--- config.mk ---
export PLATFORM = sky130hd
export DESIGN_NAME = window_fetch_sequencer_flat
export DESIGN_NICKNAME = d
export VERILOG_FILES = /design/src/rtl/sobel_pkg.sv /design/src/rtl/window_fetch_sequencer_if.sv /design/src/rtl/pixel_addr_gen.sv /design/src/rtl/window_fetch_sequencer.sv /design/src/flat_wrapper.sv
export SDC_FILE = /design/constraint.sdc
export NUM_CORES = 1
export LEC_CHECK = 0
export CAP_MARGIN = 20
export CORE_MARGIN = 2
export CORE_UTILIZATION = 60
export CTS_CLUSTER_SIZE = 30
export DETAILED_ROUTE_END_ITERATION = 8
export GPL_TIMING_DRIVEN = 0
export HOLD_SLACK_MARGIN = 0.03
export PLACE_DENSITY = 0.83
export SLEW_MARGIN = 5
export SYNTH_ARGS = -nofsm -noshare
export SYNTH_HDL_FRONTEND = slang
export SYNTH_HIERARCHICAL = 1
export SYNTH_SLANG_ARGS = --single-unit
export TNS_END_PERCENT = 5
--- constraint.sdc ---
create_clock -name clk -period 7.4 [get_ports clk]
set_input_delay 1.48 -clock clk [delete_from_list [all_inputs] [get_ports clk]]
set_output_delay 1.48 -clock clk [all_outputs]
set_load 0.02 [all_outputs]
--- src/rtl/sobel_pkg.sv ---
`default_nettype none
// ============================================================================
//  Module      : sobel_pkg
//  Description : Shared types and constants for the Sobel window fetch path:
//                fetch sequencer state encoding, 3x3 window slot constants
//                and the slot-number helper.
//  Revision    : 1.0 - initial release
// ============================================================================
package sobel_pkg;

    typedef enum logic [2:0] {
        ST_IDLE    = 3'd0,
        ST_LOAD9   = 3'd1,
        ST_LOAD3   = 3'd2,
        ST_CALC    = 3'd3,
        ST_WRITE   = 3'd4,
        ST_ADVANCE = 3'd5,
        ST_DONE    = 3'd6
    } fetch_state_t;

    // Window slot index width (slots 0..8).
    localparam int unsigned c_SLOT_W = 4;

    // Column/row offset inside the 3x3 window.
    localparam logic [1:0] c_OFF_FIRST = 2'd0;
    localparam logic [1:0] c_OFF_LAST  = 2'd2;

    // Smallest image dimension that still has a centre pixel.
    localparam int unsigned c_MIN_DIM = 3;

    // Slots are numbered column-major: slot = 3*col_offset + row_offset.
    function automatic logic [c_SLOT_W-1:0] slot_of(input logic [1:0] col_off,
                                                    input logic [1:0] row_off);
        slot_of = ({2'b00, col_off} * 4'd3) + {2'b00, row_off};
    endfunction

endpackage
`default_nettype wire

--- src/rtl/window_fetch_sequencer_if.sv ---
`default_nettype none
// ============================================================================
//  Module      : window_fetch_sequencer_if
//  Description : Control/memory bus of the window fetch sequencer.
//                master : sequencer side (drives mem_*, pix_*, win_shift,
//                         calc_start, busy, all_done, size_err)
//                slave  : environment side (drives start, image parameters,
//                         mem_ack, calc_done)
//  Revision    : 1.0 - initial release
// ============================================================================
interface window_fetch_sequencer_if
    import sobel_pkg::*;
#(
    parameter int ADDR_W = 16,
    parameter int DIM_W  = 10
);
    logic                start;
    logic [DIM_W-1:0]    img_width;
    logic [DIM_W-1:0]    img_height;
    logic [ADDR_W-1:0]   src_base;
    logic [ADDR_W-1:0]   dst_base;
    logic                mem_req;
    logic                mem_wen;
    logic [ADDR_W-1:0]   mem_addr;
    logic                mem_ack;
    logic                pix_load;
    logic [c_SLOT_W-1:0] pix_slot;
    logic                win_shift;
    logic                calc_start;
    logic                calc_done;
    logic                busy;
    logic                all_done;
    logic                size_err;

    modport master (
        input  start, img_width, img_height, src_base, dst_base, mem_ack, calc_done,
        output mem_req, mem_wen, mem_addr, pix_load, pix_slot, win_shift,
               calc_start, busy, all_done, size_err
    );

    modport slave (
        output start, img_width, img_height, src_base, dst_base, mem_ack, calc_done,
        input  mem_req, mem_wen, mem_addr, pix_load, pix_slot, win_shift,
               calc_start, busy, all_done, size_err
    );

endinterface
`default_nettype wire

--- src/rtl/pixel_addr_gen.sv ---
`default_nettype none
// ============================================================================
//  Module      : pixel_addr_gen
//  Description : Combinational pixel address: o_addr = i_base + i_row*i_width
//                + i_col, wrapping modulo 2^ADDR_W.
//  Ports       : i_base  - image base address
//                i_width - image width in pixels
//                i_row   - pixel row
//                i_col   - pixel column
//                o_addr  - resulting memory address
//  Revision    : 1.0 - initial release
// ============================================================================
module pixel_addr_gen
    import sobel_pkg::*;
#(
    parameter int ADDR_W = 16,
    parameter int DIM_W  = 10
) (
    input  wire logic [ADDR_W-1:0] i_base,
    input  wire logic [DIM_W-1:0]  i_width,
    input  wire logic [DIM_W-1:0]  i_row,
    input  wire logic [DIM_W-1:0]  i_col,
    output logic      [ADDR_W-1:0] o_addr
);

    logic [2*DIM_W-1:0] w_prod;

    assign w_prod = (2*DIM_W)'(i_row) * (2*DIM_W)'(i_width);
    // Truncating/extending every term to ADDR_W gives the modulo wrap directly.
    assign o_addr = i_base + ADDR_W'(w_prod) + ADDR_W'(i_col);

endmodule
`default_nettype wire

--- src/rtl/window_fetch_sequencer.sv ---
`default_nettype none
// ============================================================================
//  Module      : window_fetch_sequencer
//  Description : Walks every interior pixel of an image, fetching its 3x3
//                neighbourhood into the window (9 reads for the first centre
//                of a row, shift + 3 reads afterwards), triggers the gradient
//                unit and writes the result back.
//  Ports       : clk   - system clock, rising edge
//                n_rst - synchronous active-high reset
//                bus   - master side of window_fetch_sequencer_if
//                        (start/parameters, memory handshake, window control,
//                        gradient handshake, status)
//  Revision    : 1.0 - initial release
// ============================================================================
module window_fetch_sequencer
    import sobel_pkg::*;
#(
    parameter int ADDR_W = 16,
    parameter int DIM_W  = 10
) (
    input wire logic                 clk,
    input wire logic                 n_rst,
    window_fetch_sequencer_if.master bus
);

    fetch_state_t        r_state;
    logic [DIM_W-1:0]    r_width;
    logic [DIM_W-1:0]    r_height;
    logic [ADDR_W-1:0]   r_src;
    logic [ADDR_W-1:0]   r_dst;
    logic [DIM_W-1:0]    r_row;
    logic [DIM_W-1:0]    r_col;
    logic [1:0]          r_col_off;
    logic [1:0]          r_row_off;
    logic                r_mem_req;
    logic                r_mem_wen;
    logic [ADDR_W-1:0]   r_mem_addr;
    logic [c_SLOT_W-1:0] r_pix_slot;
    logic                r_win_shift;
    logic                r_calc_start;
    logic                r_busy;
    logic                r_all_done;
    logic                r_size_err;

    logic                w_is_write;
    logic                w_accept;
    logic                w_last_pix;
    logic                w_size_bad;
    logic [ADDR_W-1:0]   w_base;
    logic [DIM_W-1:0]    w_row;
    logic [DIM_W-1:0]    w_col;
    logic [ADDR_W-1:0]   w_addr;

    // Reads address the window pixel (r-1+row_off, c-1+col_off) in the source
    // image; the write addresses the centre pixel in the result image.
    assign w_is_write = (r_state == ST_WRITE);
    assign w_base     = w_is_write ? r_dst : r_src;
    assign w_row      = w_is_write ? r_row : (r_row - DIM_W'(1) + DIM_W'(r_row_off));
    assign w_col      = w_is_write ? r_col : (r_col - DIM_W'(1) + DIM_W'(r_col_off));

    pixel_addr_gen #(
        .ADDR_W (ADDR_W),
        .DIM_W  (DIM_W)
    ) u_addr_gen (
        .i_base  (w_base),
        .i_width (r_width),
        .i_row   (w_row),
        .i_col   (w_col),
        .o_addr  (w_addr)
    );

    // An ack only counts while a request is actually outstanding.
    assign w_accept   = r_mem_req & bus.mem_ack;
    assign w_last_pix = (r_col_off == c_OFF_LAST) && (r_row_off == c_OFF_LAST);
    assign w_size_bad = (bus.img_width < DIM_W'(c_MIN_DIM)) ||
                        (bus.img_height < DIM_W'(c_MIN_DIM));

    always_ff @(posedge clk) begin
        if (n_rst) begin
            r_state      <= ST_IDLE;
            r_width      <= '0;
            r_height     <= '0;
            r_src        <= '0;
            r_dst        <= '0;
            r_row        <= '0;
            r_col        <= '0;
            r_col_off    <= c_OFF_FIRST;
            r_row_off    <= c_OFF_FIRST;
            r_mem_req    <= 1'b0;
            r_mem_wen    <= 1'b0;
            r_mem_addr   <= '0;
            r_pix_slot   <= '0;
            r_win_shift  <= 1'b0;
            r_calc_start <= 1'b0;
            r_busy       <= 1'b0;
            r_all_done   <= 1'b0;
            r_size_err   <= 1'b0;
        end else begin
            r_win_shift  <= 1'b0;
            r_calc_start <= 1'b0;
            r_all_done   <= 1'b0;

            case (r_state)
                ST_IDLE: begin
                    if (bus.start) begin
                        if (w_size_bad) begin
                            r_size_err <= 1'b1;
                            r_all_done <= 1'b1;
                        end else begin
                            r_width    <= bus.img_width;
                            r_height   <= bus.img_height;
                            r_src      <= bus.src_base;
                            r_dst      <= bus.dst_base;
                            r_row      <= DIM_W'(1);
                            r_col      <= DIM_W'(1);
                            r_col_off  <= c_OFF_FIRST;
                            r_row_off  <= c_OFF_FIRST;
                            r_size_err <= 1'b0;
                            r_busy     <= 1'b1;
                            r_state    <= ST_LOAD9;
                        end
                    end
                end

                ST_LOAD9, ST_LOAD3: begin
                    if (!r_mem_req) begin
                        // The win_shift cycle at LOAD3 entry must not overlap a read.
                        if (!((r_state == ST_LOAD3) && r_win_shift)) begin
                            r_mem_req  <= 1'b1;
                            r_mem_wen  <= 1'b0;
                            r_mem_addr <= w_addr;
                            r_pix_slot <= slot_of(r_col_off, r_row_off);
                        end
                    end else if (w_accept) begin
                        r_mem_req <= 1'b0;
                        if (w_last_pix) begin
                            r_calc_start <= 1'b1;
                            r_state      <= ST_CALC;
                        end else if (r_row_off == c_OFF_LAST) begin
                            r_row_off <= c_OFF_FIRST;
                            r_col_off <= r_col_off + 2'd1;
                        end else begin
                            r_row_off <= r_row_off + 2'd1;
                        end
                    end
                end

                ST_CALC: begin
                    if (bus.calc_done) begin
                        r_state <= ST_WRITE;
                    end
                end

                ST_WRITE: begin
                    if (!r_mem_req) begin
                        r_mem_req  <= 1'b1;
                        r_mem_wen  <= 1'b1;
                        r_mem_addr <= w_addr;
                    end else if (w_accept) begin
                        r_mem_req <= 1'b0;
                        r_mem_wen <= 1'b0;
                        r_state   <= ST_ADVANCE;
                    end
                end

                ST_ADVANCE: begin
                    r_row_off <= c_OFF_FIRST;
                    if (r_col < (r_width - DIM_W'(2))) begin
                        // Same row: only the new right-hand column is fetched.
                        r_col       <= r_col + DIM_W'(1);
                        r_col_off   <= c_OFF_LAST;
                        r_win_shift <= 1'b1;
                        r_state     <= ST_LOAD3;
                    end else if (r_row < (r_height - DIM_W'(2))) begin
                        r_col     <= DIM_W'(1);
                        r_row     <= r_row + DIM_W'(1);
                        r_col_off <= c_OFF_FIRST;
                        r_state   <= ST_LOAD9;
                    end else begin
                        r_all_done <= 1'b1;
                        r_state    <= ST_DONE;
                    end
                end

                ST_DONE: begin
                    r_busy  <= 1'b0;
                    r_state <= ST_IDLE;
                end

                default: begin
                    r_busy  <= 1'b0;
                    r_state <= ST_IDLE;
                end
            endcase
        end
    end

    assign bus.mem_req    = r_mem_req;
    assign bus.mem_wen    = r_mem_wen;
    assign bus.mem_addr   = r_mem_addr;
    // Read data is on the bus during the ack cycle itself.
    assign bus.pix_load   = w_accept & ~r_mem_wen;
    assign bus.pix_slot   = r_pix_slot;
    assign bus.win_shift  = r_win_shift;
    assign bus.calc_start = r_calc_start;
    assign bus.busy       = r_busy;
    assign bus.all_done   = r_all_done;
    assign bus.size_err   = r_size_err;

endmodule
`default_nettype wire

--- src/flat_wrapper.sv ---
// flat-port wrapper written by rule: the top's interface ports become plain ports
module window_fetch_sequencer_flat import sobel_pkg::*;
#(
    parameter int ADDR_W = 16,
    parameter int DIM_W  = 10
)
  (clk, n_rst, bus_start, bus_img_width, bus_img_height, bus_src_base, bus_dst_base, bus_mem_ack, bus_calc_done, bus_mem_req, bus_mem_wen, bus_mem_addr, bus_pix_load, bus_pix_slot, bus_win_shift, bus_calc_start, bus_busy, bus_all_done, bus_size_err);
  window_fetch_sequencer_if #(.ADDR_W(ADDR_W), .DIM_W(DIM_W)) bus_i ();
  input wire logic clk;
  input wire logic n_rst;
  input wire logic [$bits(bus_i.start)-1:0] bus_start;
  input wire logic [$bits(bus_i.img_width)-1:0] bus_img_width;
  input wire logic [$bits(bus_i.img_height)-1:0] bus_img_height;
  input wire logic [$bits(bus_i.src_base)-1:0] bus_src_base;
  input wire logic [$bits(bus_i.dst_base)-1:0] bus_dst_base;
  input wire logic [$bits(bus_i.mem_ack)-1:0] bus_mem_ack;
  input wire logic [$bits(bus_i.calc_done)-1:0] bus_calc_done;
  output wire logic [$bits(bus_i.mem_req)-1:0] bus_mem_req;
  output wire logic [$bits(bus_i.mem_wen)-1:0] bus_mem_wen;
  output wire logic [$bits(bus_i.mem_addr)-1:0] bus_mem_addr;
  output wire logic [$bits(bus_i.pix_load)-1:0] bus_pix_load;
  output wire logic [$bits(bus_i.pix_slot)-1:0] bus_pix_slot;
  output wire logic [$bits(bus_i.win_shift)-1:0] bus_win_shift;
  output wire logic [$bits(bus_i.calc_start)-1:0] bus_calc_start;
  output wire logic [$bits(bus_i.busy)-1:0] bus_busy;
  output wire logic [$bits(bus_i.all_done)-1:0] bus_all_done;
  output wire logic [$bits(bus_i.size_err)-1:0] bus_size_err;
  assign bus_i.start = bus_start;
  assign bus_i.img_width = bus_img_width;
  assign bus_i.img_height = bus_img_height;
  assign bus_i.src_base = bus_src_base;
  assign bus_i.dst_base = bus_dst_base;
  assign bus_i.mem_ack = bus_mem_ack;
  assign bus_i.calc_done = bus_calc_done;
  assign bus_mem_req = bus_i.mem_req;
  assign bus_mem_wen = bus_i.mem_wen;
  assign bus_mem_addr = bus_i.mem_addr;
  assign bus_pix_load = bus_i.pix_load;
  assign bus_pix_slot = bus_i.pix_slot;
  assign bus_win_shift = bus_i.win_shift;
  assign bus_calc_start = bus_i.calc_start;
  assign bus_busy = bus_i.busy;
  assign bus_all_done = bus_i.all_done;
  assign bus_size_err = bus_i.size_err;
  window_fetch_sequencer #(.ADDR_W(ADDR_W), .DIM_W(DIM_W)) u_core (.clk(clk), .n_rst(n_rst), .bus(bus_i));
endmodule
==> summary by stage <==
GRT
The global-route track usage on met2 is 0.496. The first global-routing pass estimated 41200 um of wire. The total grt overflow is 0.

In the global route stage, met3 resource usage came out at 0.0525. The layer carrying the most global-route usage is met2. In the global route stage, met1 resource usage came out at 0.381.

For this run, the total global-route usage over all layers was measured as 0.297. The initial antenna violation count came to 0. Entering global routing, the biggest net connects 18 pins. The via count of the first global-routing pass is approximately 8400.

Synthesis
During synthesis, Yosys emitted a total of 6 warnings. The register area share after synthesis is 0.217. Synthesis produced a netlist whose cell count is approximately 1200.

The netlist area before placement is around 9800 sq um. Counting flops with an async set or reset pin after synthesis yields a share of 0. The per-instance average area after synthesis is about 8.1 sq um. Ranked by instance count, the synthesized netlist is headed by nand2_1, inv_1, dfxtp_1. The distinct cell type count of the synthesized netlist is 69. The synthesized design contains 0 enable-type register cells. Of the post-synthesis cell area, the dominant cell type holds 0.217.

The primary flip-flop cell chosen by synthesis mapping is dfxtp_1. In the post-synthesis netlist, the biggest area contributors are dfxtp_1, fa_1, ha_1. nand2_1 is the most common cell in the netlist. The net count of the mapped netlist is 1446.

The register bit count reported by yosys is between 100 and 150. The synthesized design spends more area on one cell type than any other, namely dfxtp_1.

Clock network
After clock tree synthesis, the clock-pin slew on the worst setup and hold paths is 80 ps. For this design, the CTS-stage hold fixing added 0 buffers. The clock reaches the later pin of the worst-skew pair after roughly 360 ps.

The TritonCTS clock tree is built. The number of CTS-inserted buffers is 9. In this run the clock root is driven by a clkbuf_16. The H-tree level count is 3. Counting along the longest clock path gives a buffer depth of 2.

CTS saw about 110 sinks.

Worst setup path
The critical setup path kind is flip-flop to flip-flop. The critical path endpoint category is a flip-flop. Following the worst setup path forward leads to its endpoint at u_core/bus.mem_addr[15].

The element type at the critical path start is a flip-flop. In this run the critical register-to-register path is captured at u_core/bus.mem_addr[15]. The startpoint of the lowest-slack register-to-register path is u_core/r_row_off[1]. The critical path starts at u_core/r_row_off[1].

The peak per-stage delay on the critical path is roughly 550 ps. At the worst endpoint, the arrival time is around 7300 ps. The required time of the critical path is roughly 7600 ps. The most used cell along the critical path is fa_1.

The worst reg2reg path depth is 28. The master of the slowest instance on the critical path is fa_1. Along the worst path, the maximum fanout reaches 10. The worst register-to-register path has a setup slack of between 300 and 400 ps.

Placed design
The count of port buffers added during placement is 83. The global placer's final weighted congestion is 0.947. Prior to clock tree synthesis, the placed netlist has a worst setup slack of between 70 and 80 ps. The placed wire-length estimate is 19300 um.

Power and ir drop
The cell leakage power is roughly 5.2 nW. Overall power consumption after layout is estimated at ~5.5 mW. The maximum resistive drop on vdd is between 500 and 600 uV.

Dividing total power by cell area gives a power density of slightly below 500 nW/um^2.

Detailed routing
The count of nets left with antenna violations once routing finished came out at 0. Using the TritonRoute via totals, the vias-per-cell ratio works out to roughly 5.6. In the routed design, unresolved DRC markers number 0. For this block, the initial DRC count from the detailed router was roughly 670. The detailed router placed 8628 vias in this run. The total wire length is 25400 um.

In the final routed layout, each cell accounts on average for 16.6 um. Before antenna repair, the detailed router went through 5 iterations.

Finish
Measured on the finished design, the core utilization comes to 0.711. In the final layout, the share of cells above drive strength 1 is 0.0586. The growth of design area from synthesis to finish is 15.5%.

The number of antenna diodes in the final layout is 0. The final net count is roughly 1500.

STA
Summed over all failing endpoints, the final setup total negative slack is 0 ps. The total count of max-transition violations in the final report came to 0. The transition time at the pin with the least slew margin is approximately 860 ps. Setup violations remaining at the end of the flow were counted as 0.

The routed design could run at a clock period as short as 7070 ps. Final hold analysis gives a worst-case slack of 456 ps. The maximum operating frequency is 141 MHz. The worst relative slew slack is 0.425. Of the available clock period, the critical path in the final layout requires 0.956. Setup slack closes at around 330 ps. The final hold violation count is 0. On the final layout, the worst clock skew is 6.48 ps.

Worst hold path
The class of the tightest hold or removal check is flip-flop to flip-flop.

Floorplan
From bottom edge to top edge, the die measures about 130 um. Pin placement for this block handled 85 I/O pins. The floorplan core area is about 16000 sq um.

The floorplan row count is 46. The initial utilization of the core area, before any placement, comes to 0.615. The floorplan step defined a die boundary enclosing ~17000 sq um.

The floorplan step set the die width to 132 um.

Job
Max-cap violations in this run came to 0.

Outcome
The flow ran to the end, and the final reports show no timing, DRC or antenna violations.
[worst min path at each step]
stage                            start                 end  slack [ps]  depth (start not counted)
floorplan              u_core/r_dst[0]     u_core/r_dst[0]         440                          2
detailed placement     u_core/r_src[5]     u_core/r_src[5]         450                          2
global route           u_core/r_src[0]     u_core/r_src[0]         480                          2
finish              u_core/r_height[0]  u_core/r_height[0]         460                          2
CTS                    u_core/r_src[5]     u_core/r_src[5]         460                          2
global placement       u_core/r_src[3]     u_core/r_src[3]         440                          2
[stage by stage]
| step | std cells | area, sq um |
|---|---|---|
| 2_1_floorplan | 1209 | 9780 |
| 3_3_place_gp | 1508 | 10900 |
| 3_5_place_dp | 1508 | 10900 |
| 4_1_cts | 1524 | 11200 |
| 5_1_grt | 1530 | 11300 |
| 6_report | 1530 | 11300 |
[cell usage in the layout, fill, tap and decap left out, drive strengths merged, types with 3 or more instances in the layout]
cell,synthesis,routed
mux2i,19,19
nor2b,5,5
a21oi,106,107
and2,54,54
nand2b,6,6
xnor2,44,44
xor2,10,10
buf,19,25
nand2,231,231
or2,4,4
or3,5,5
dfxtp,106,106
inv,154,155
o2bb2ai,3,3
o21ai,27,27
nand4,8,8
o21ba,3,3
nor4,10,10
a311oi,4,4
clkdlybuf4s50,0,83
nor3,18,18
a211oi,7,7
fa,87,87
a21o,10,10
clkbuf,35,45
a21boi,3,3
nand3,17,17
ha,93,93
nor2,71,71
and3,8,8
o21a,9,9
a31oi,8,8
[area by class of cell]
| class | instances | area (sq um) |
|---|---|---|
| well taps | 216 | 270 |
| multi-input cells | 896 | 6870 |
| clock buffers | 11 | 233 |
| plain buffers | 54 | 262 |
| flip-flops and latches | 106 | 2130 |
| repair buffers | 88 | 868 |
| fillers | 1269 | 4590 |
| inverters | 154 | 578 |
| clock inverters | 5 | 87.6 |
[cell families (layout without fill, tap and decap cells)]
kind of cell               after synthesis  in the layout  synth area share
muxes                                   19             19            0.0195
DFF                                    106            106             0.217
adders and majority gates              180            180             0.297
AOI/OAI and AO/OA                      197            198             0.124
and+or+nand+nor                        445            445             0.209
xor gates and xnor gates                54             54            0.0484
buffers and inverters                  208            312            0.0854
[layer usage]
layer  share of wire  vias to the layer above
met5               0                        -
met1            0.41                     4094
met2            0.47                      365
li1                -                     4102
met4           0.035                        0
met3           0.079                       67
[where the power goes]
group	switching [mW]	internal, mW
Clock	0.237	0.300
Combinational	2.38	1.83
Sequential	0.0809	0.670
Total	2.70	2.80
[flip-flops by register name, summed over array words and instances, names as in the netlist, 2 cells and up]
register and count:
u_core/r_height 10, u_core/r_dst 16, u_core/r_width 10, u_core/r_col_off 2, u_core/bus.mem_addr 16, u_core/r_row_off 2
u_core/bus.pix_slot 4, u_core/r_state 3, u_core/r_col 10, u_core/r_row 10, u_core/r_src 16
[worst max-delay path, delay by kind of cell (launching register included)]
kind	cells	cell delay (ps)
buffers and inverters	6	550
XOR/XNOR	2	210
multiplexers	1	130
AND/OR/NAND/NOR	4	440
adder cells (fa/ha/maj)	9	3830
AO/OA/AOI/OAI	6	1370
flip-flops	1	400
[repair_timing]
item	4_1_cts	5_1_grt
cloned	0	1
resized for setup	1	21
buffers inserted	0	5
pin swaps	0	3
setup endpoints to repair	1	4
Power figures use the tool's default switching activity.
==> RTL change 1, RTL diff (same flow settings) <==
The 7 states of `fetch_state_t` get a Gray code encoding in 3 bits.
--- a/src/rtl/sobel_pkg.sv
+++ b/src/rtl/sobel_pkg.sv
@@ -9,13 +9,13 @@
 package sobel_pkg;
 
     typedef enum logic [2:0] {
-        ST_IDLE    = 3'd0,
-        ST_LOAD9   = 3'd1,
-        ST_LOAD3   = 3'd2,
-        ST_CALC    = 3'd3,
-        ST_WRITE   = 3'd4,
-        ST_ADVANCE = 3'd5,
-        ST_DONE    = 3'd6
+        ST_IDLE    = 3'b000,
+        ST_LOAD9   = 3'b001,
+        ST_LOAD3   = 3'b011,
+        ST_CALC    = 3'b010,
+        ST_WRITE   = 3'b110,
+        ST_ADVANCE = 3'b111,
+        ST_DONE    = 3'b101
     } fetch_state_t;
 
     // Window slot index width (slots 0..8).
Behaviour: no difference found for any inputs over 4 cycles, from zero or initial values and one cycle with n_rst high; so few cycles prove little.
==> RTL change 1 against the original RTL <==
First-iteration DRC count decreased by 5.0%. Fmax down 1.4%. Total power up 2.5%. Cell area down 0.89%. Clock power shrank 6.9%. Sequential cell count stayed put. Count of clock-buffer cells in the layout did not move. Worst setup slack got worse by 0.10 ns. Critical path type unchanged. Routed wire length down 1.8%. Area after synthesis shrank 1.1%. Sequential share of layout area is 0.21 points higher. Clock skew rose by 0.0064 ns.
==> RTL change 1: results (changes against the original RTL) <==
| Metric | Value |
|---|---|
| Outcome | complete, no violations (unchanged) |
| Worst slack, placed | -0.237 ns (was 0.0719 ns) |
| Largest net degree at the start of global routing | 19 (was 18) |
| Placed cells | 1521 (was 1508) |
| Drt initial violations | 633 (was 666) |
| Post-Place Cell Area | 10800 um^2 (was 10900 um^2) |
| Initial antenna violation count | 0 (unchanged) |
| Largest fanout on the critical path | 6 (was 10) |
| Yosys warns | 6 (unchanged) |
| Post-Synth Adder-Cell Area | 0.301 (was 0.297) |
| First-pass GRT wire length | 40100 um (was 41200 um) |
| Arrival time at the worst endpoint | 7.47 ns (was 7.30 ns) |
| Synth Area in XOR/XNOR | 0.0399 (was 0.0484) |
| Compound-Gate Fraction of Synth Area | 0.137 (was 0.124) |
| # diodes | 0 (unchanged) |
| Clock slew at reported path FFs | 0.08 ns (about the same) |
| Post-synth top cells | nand2_1, inv_1, a21oi_1 (was nand2_1, inv_1, dfxtp_1) |
| Initial Util | 0.611 (was 0.615) |
| Unique masters post-synth | 61 (was 69) |
| Clock skew | 0.0128 ns (was 0.00648 ns) |
| Via/cell ratio | 5.66 (was 5.64) |
| Leak | 5.05 nW (was 5.16 nW) |
| Syn Inst Count | 1221 (was 1209) |
| Post-synthesis mux area share | 0.00725 (was 0.0195) |
| Synth area leaders | dfxtp_1, fa_1, ha_1 (unchanged) |
| Total Routed Length | 25000 um (was 25400 um) |
| Post-DP HPWL | 19200 um (was 19300 um) |
| Share of cells above drive strength 1 | 0.0498 (was 0.0586) |
| Post-synthesis sequential area ratio | 0.220 (was 0.217) |
| Maximum VDD drop | 0.445 mV (was 0.522 mV) |
| Vias post-DR | 8727 (was 8628) |
| GP Congestion | 0.924 (was 0.947) |
| Syn Nets | 1458 (was 1446) |
| DR pass1 iterations | 6 (was 5) |
| Final-stage net count | 1558 (was 1546) |
| Port-buffer cells | 84 (was 83) |
| Vias in the first global route | 8347 (was 8423) |
| Worst Hold Class | reg -> reg (unchanged) |
| Max-slew headroom | 0.431 (was 0.425) |
[RTL change 1: cell types whose count changed in the layout (fill, tap and decap cells not counted), sizes merged, moves of 5 or more]
cell    change
a31oi       +5
mux2i      -12
a21oi      +19
buf        -12
o31ai       +6
nor2       -19
nand2      +30
or3         +6
xnor2      -10
nor3        -5
nand3       +5
o21a        -9
clkbuf     +11
[RTL change 1: path summary, 6_finish.rpt]
kind | from | end | slack (ns) | cells after the start
hold reg to reg | u_core/bus.mem_addr[6]$_SDFFE_PP0P_ | u_core/bus.mem_addr[6]$_SDFFE_PP0P_ | 0.45 | 2
setup reg to reg | u_core/r_row[1]$_SDFFE_PP0P_ | u_core/bus.mem_addr[14]$_SDFFE_PP0P_ | 0.22 | 31
hold / removal | u_core/bus.mem_addr[6]$_SDFFE_PP0P_ | u_core/bus.mem_addr[6]$_SDFFE_PP0P_ | 0.45 | 2
setup / recovery | u_core/r_row[1]$_SDFFE_PP0P_ | u_core/bus.mem_addr[14]$_SDFFE_PP0P_ | 0.22 | 31
[RTL change 1: report_power, final]
| group | internal [W] | switching, W | leakage, nW |
|---|---|---|---|
| logic | 0.00187 | 0.00252 | 4.03 |
| registers | 0.000671 | 0.0000842 | 0.867 |
| clock network | 0.000253 | 0.000247 | 0.150 |
[RTL change 1: logic make-up (layout without fill, tap and decap cells)]
kind of cell | count (synthesis) | count (layout)
AND/OR/NAND/NOR | 457 | 457
AO/OA/AOI/OAI | 222 | 222
buffers and inverters | 205 | 310
adder cells (fa/ha/maj) | 180 | 180
flip-flops | 106 | 106
XOR/XNOR | 44 | 44
multiplexers | 7 | 7
[RTL change 1: worst max-delay path, delay by kind of cell (launching register included)]
| family | cells | cell delay, ns |
|---|---|---|
| compound gates | 11 | 2.09 |
| xor+xnor | 1 | 0.13 |
| flops | 1 | 0.38 |
| buf+inv | 6 | 0.38 |
| simple gates | 4 | 0.39 |
| fa+ha+maj | 9 | 3.73 |
[RTL change 1: area by class of cell]
type                       instances  area (um^2)
clock inverter                     5         45.0
multi-input combinational        910         6810
timing repair buffer              89          878
buffer                            53          230
clock buffer                      11          253
inverter                         152          571
sequential                       106         2130
tap                              216          270
fill                            1283         4640
[RTL change 1: repair_timing]
action	CTS	global route
pin swaps	0	6
buffers inserted	0	5
setup endpoints to repair	4	6
resized for setup	4	34
hold buffers	0	0
[RTL change 1: stage by stage]
stage | utilization | power (W)
global placement | 0.681 | 0.00488
floorplan | - | 0.00411
CTS | 0.700 | 0.00556
finish | 0.707 | 0.00564
global route | 0.707 | 0.00629
detailed placement | 0.681 | 0.00503
[RTL change 1: per-layer routing]
layer	vias up	GRT usage	routed length [um]	part of all wire
li1	4172	-	-	-
met1	4202	0.387	10300	0.41
met2	299	0.521	12300	0.49
met3	54	0.0399	1710	0.068
met4	0	0.114	700	0.028
met5	-	0	0	0
==> RTL change 2, RTL diff (same settings) <==
Without the edit above. `DIM_W` is set to 10 in 4 places; all go to 5.
--- a/src/rtl/window_fetch_sequencer_if.sv
+++ b/src/rtl/window_fetch_sequencer_if.sv
@@ -12,7 +12,7 @@
     import sobel_pkg::*;
 #(
     parameter int ADDR_W = 16,
-    parameter int DIM_W  = 10
+    parameter int DIM_W  = 5
 );
     logic                start;
     logic [DIM_W-1:0]    img_width;
--- a/src/rtl/pixel_addr_gen.sv
+++ b/src/rtl/pixel_addr_gen.sv
@@ -14,7 +14,7 @@
     import sobel_pkg::*;
 #(
     parameter int ADDR_W = 16,
-    parameter int DIM_W  = 10
+    parameter int DIM_W  = 5
 ) (
     input  wire logic [ADDR_W-1:0] i_base,
     input  wire logic [DIM_W-1:0]  i_width,
--- a/src/rtl/window_fetch_sequencer.sv
+++ b/src/rtl/window_fetch_sequencer.sv
@@ -16,7 +16,7 @@
     import sobel_pkg::*;
 #(
     parameter int ADDR_W = 16,
-    parameter int DIM_W  = 10
+    parameter int DIM_W  = 5
 ) (
     input wire logic                 clk,
     input wire logic                 n_rst,
--- a/src/flat_wrapper.sv
+++ b/src/flat_wrapper.sv
@@ -2,7 +2,7 @@
 module window_fetch_sequencer_flat import sobel_pkg::*;
 #(
     parameter int ADDR_W = 16,
-    parameter int DIM_W  = 10
+    parameter int DIM_W  = 5
 )
   (clk, n_rst, bus_start, bus_img_width, bus_img_height, bus_src_base, bus_dst_base, bus_mem_ack, bus_calc_done, bus_mem_req, bus_mem_wen, bus_mem_addr, bus_pix_load, bus_pix_slot, bus_win_shift, bus_calc_start, bus_busy, bus_all_done, bus_size_err);
   window_fetch_sequencer_if #(.ADDR_W(ADDR_W), .DIM_W(DIM_W)) bus_i ();
Interface: changed (resized bus_img_height and bus_img_width); port bits go from 85 to 75. The function was not compared with the original's and may differ.
==> RTL change 2 against the original RTL <==
Die area down 39%. Worst setup slack better by 1.2 ns. Cell count down 40%. Sequential power down 18%. Core utilization up 1.5 points. Cell area down 38%. Total power down 57%. Routed wire length down 47%. Via count down 41%. Sequential cell count down 20. Area after synthesis down 40%.
==> RTL change 2: results (changes against the original RTL) <==
| Metric | Value |
|---|---|
| Outcome | complete, no violations (unchanged) |
| Avg Cell Area, Syn | 8.46 um^2 (was 8.09 um^2) |
| Vias in the first global route | 5109 (was 8423) |
| First-pass GRT wire length | 23000 um (was 41200 um) |
| RR Endpoint | u_core/bus.mem_addr[14]$_SDFFE_PP0P_ (was u_core/bus.mem_addr[15]$_SDFFE_PP0P_) |
| Clk root buf | clkbuf_8 (was clkbuf_16) |
| Syn Nets | 819 (was 1446) |
| GP Congestion | 0.972 (was 0.947) |
| CTS max path bufs | 2 (unchanged) |
| Synth area leaders | dfxtp_1, ha_1, fa_1 (was dfxtp_1, fa_1, ha_1) |
| Arrival time at the worst endpoint | 6.15 ns (was 7.30 ns) |
| Port-buffer cells | 74 (was 83) |
| Post-synthesis mux area share | 0.0650 (was 0.0195) |
| Unique masters post-synth | 65 (was 69) |
| Largest fanout on the critical path | 6 (was 10) |
| Total Routed Length | 13600 um (was 25400 um) |
| Non-Filler Instances | 914 (was 1530) |
| Leak | 3.05 nW (was 5.16 nW) |
| Total track usage | 0.280 (was 0.297) |
| Clock skew | 0.0152 ns (was 0.00648 ns) |
| Post-Synth Adder-Cell Area | 0.204 (was 0.297) |
| Compound-Gate Fraction of Synth Area | 0.152 (was 0.124) |
| P_sw | 0.00101 W (was 0.00270 W) |
| Synth Area in XOR/XNOR | 0.0359 (was 0.0484) |
| Share of cells above drive strength 1 | 0.0691 (was 0.0586) |
| Largest net degree at the start of global routing | 16 (was 18) |
| Post-DP HPWL | 10500 um (was 19300 um) |
| Post-CTS resize count | 0 (was 1) |
| Via/cell ratio | 5.59 (was 5.64) |
| Post-synth top cells | nand2_1, dfxtp_1, a21oi_1 (was nand2_1, inv_1, dfxtp_1) |
| Maximum VDD drop | 0.198 mV (was 0.522 mV) |
| Reg2reg setup slack | 1.50 ns (was 0.33 ns) |
| Drt initial violations | 222 (was 666) |
| Final-stage net count | 904 (was 1546) |
| DR pass1 iterations | 7 (was 5) |
| Post-CTS Setup Bufs | 0 (unchanged) |
| WHS Endpoint | u_core/r_dst[9]$_SDFFE_PP0P_ (was u_core/r_height[0]$_SDFFE_PP0P_) |
| Post-synthesis sequential area ratio | 0.294 (was 0.217) |
| Max-slew headroom | 0.475 (was 0.425) |
| Min-delay src | u_core/r_dst[9]$_SDFFE_PP0P_ (was u_core/r_height[0]$_SDFFE_PP0P_) |
| R2R cell count | 24 (was 28) |
## RTL change 2: per-layer routing
| metal | track usage | up-vias | wire length (um) |
|---|---|---|---|
| met1 | 0.354 | 2420 | 5980 |
| met4 | 0.118 | 0 | 351 |
| li1 | - | 2491 | - |
| met2 | 0.475 | 165 | 6560 |
| met5 | 0 | - | 0 |
| met3 | 0.0461 | 29 | 692 |
## RTL change 2: worst min-delay path, stage by stage, from the launching register on
cell and delay [ns]:
dfxtp_1 0.32, nand2_1 0.05, a21oi_1 0.05
## RTL change 2: area by class of cell
| type | count | area [um^2] |
|---|---|---|
| well taps | 133 | 166 |
| clock inverters | 6 | 68.8 |
| inverters | 64 | 240 |
| flip-flops and latches | 86 | 1720 |
| repair buffers | 74 | 741 |
| clock buffers | 10 | 138 |
| plain buffers | 32 | 159 |
| fillers | 758 | 2630 |
| multi-input cells | 509 | 3730 |
## RTL change 2: cells by family after synthesis
group	count (synthesis)
compound gates	138
xor+xnor	24
flops	86
mux	36
simple gates	230
buf+inv	96
fa+ha+maj	81
## RTL change 2: power by group through the flow
stage          clock [W]  combinational (W)  sequential (W)
6_report        0.000354            0.00139        0.000614
5_1_grt         0.000374            0.00158        0.000626
4_1_cts         0.000357            0.00138        0.000613
3_5_place_dp           0            0.00137        0.000624
3_3_place_gp           0            0.00132        0.000618
2_1_floorplan          0            0.00103        0.000643
## RTL change 2: worst max path at each step
stage | slack, ns | start | cells after the start | end
after floorplan | 2.09 | u_core/r_row[1]$_SDFFE_PP0P_ | 24 | u_core/bus.mem_addr[14]$_SDFFE_PP0P_
after global placement | 1.70 | u_core/r_row_off[1]$_SDFFE_PP0P_ | 24 | u_core/bus.mem_addr[14]$_SDFFE_PP0P_
after detailed placement | 1.61 | u_core/r_row_off[1]$_SDFFE_PP0P_ | 24 | u_core/bus.mem_addr[14]$_SDFFE_PP0P_
after CTS | 1.58 | u_core/r_row_off[1]$_SDFFE_PP0P_ | 24 | u_core/bus.mem_addr[14]$_SDFFE_PP0P_
after global routing | 1.11 | u_core/r_row_off[1]$_SDFFE_PP0P_ | 24 | u_core/bus.mem_addr[14]$_SDFFE_PP0P_
final | 1.50 | u_core/r_row_off[1]$_SDFFE_PP0P_ | 24 | u_core/bus.mem_addr[14]$_SDFFE_PP0P_
## RTL change 2: per-stage QoR
stage,utilization,hold slack [ns],setup slack (ns),area (um^2),total power [W]
3_5_place_dp,0.704,0.447,1.61,6760,0.00199
2_1_floorplan,-,0.432,2.09,5850,0.00167
6_report,0.726,0.461,1.50,6960,0.00235
4_1_cts,0.726,0.459,1.58,6960,0.00235
3_3_place_gp,0.704,0.440,1.70,6760,0.00194
5_1_grt,0.726,0.481,1.11,6960,0.00258
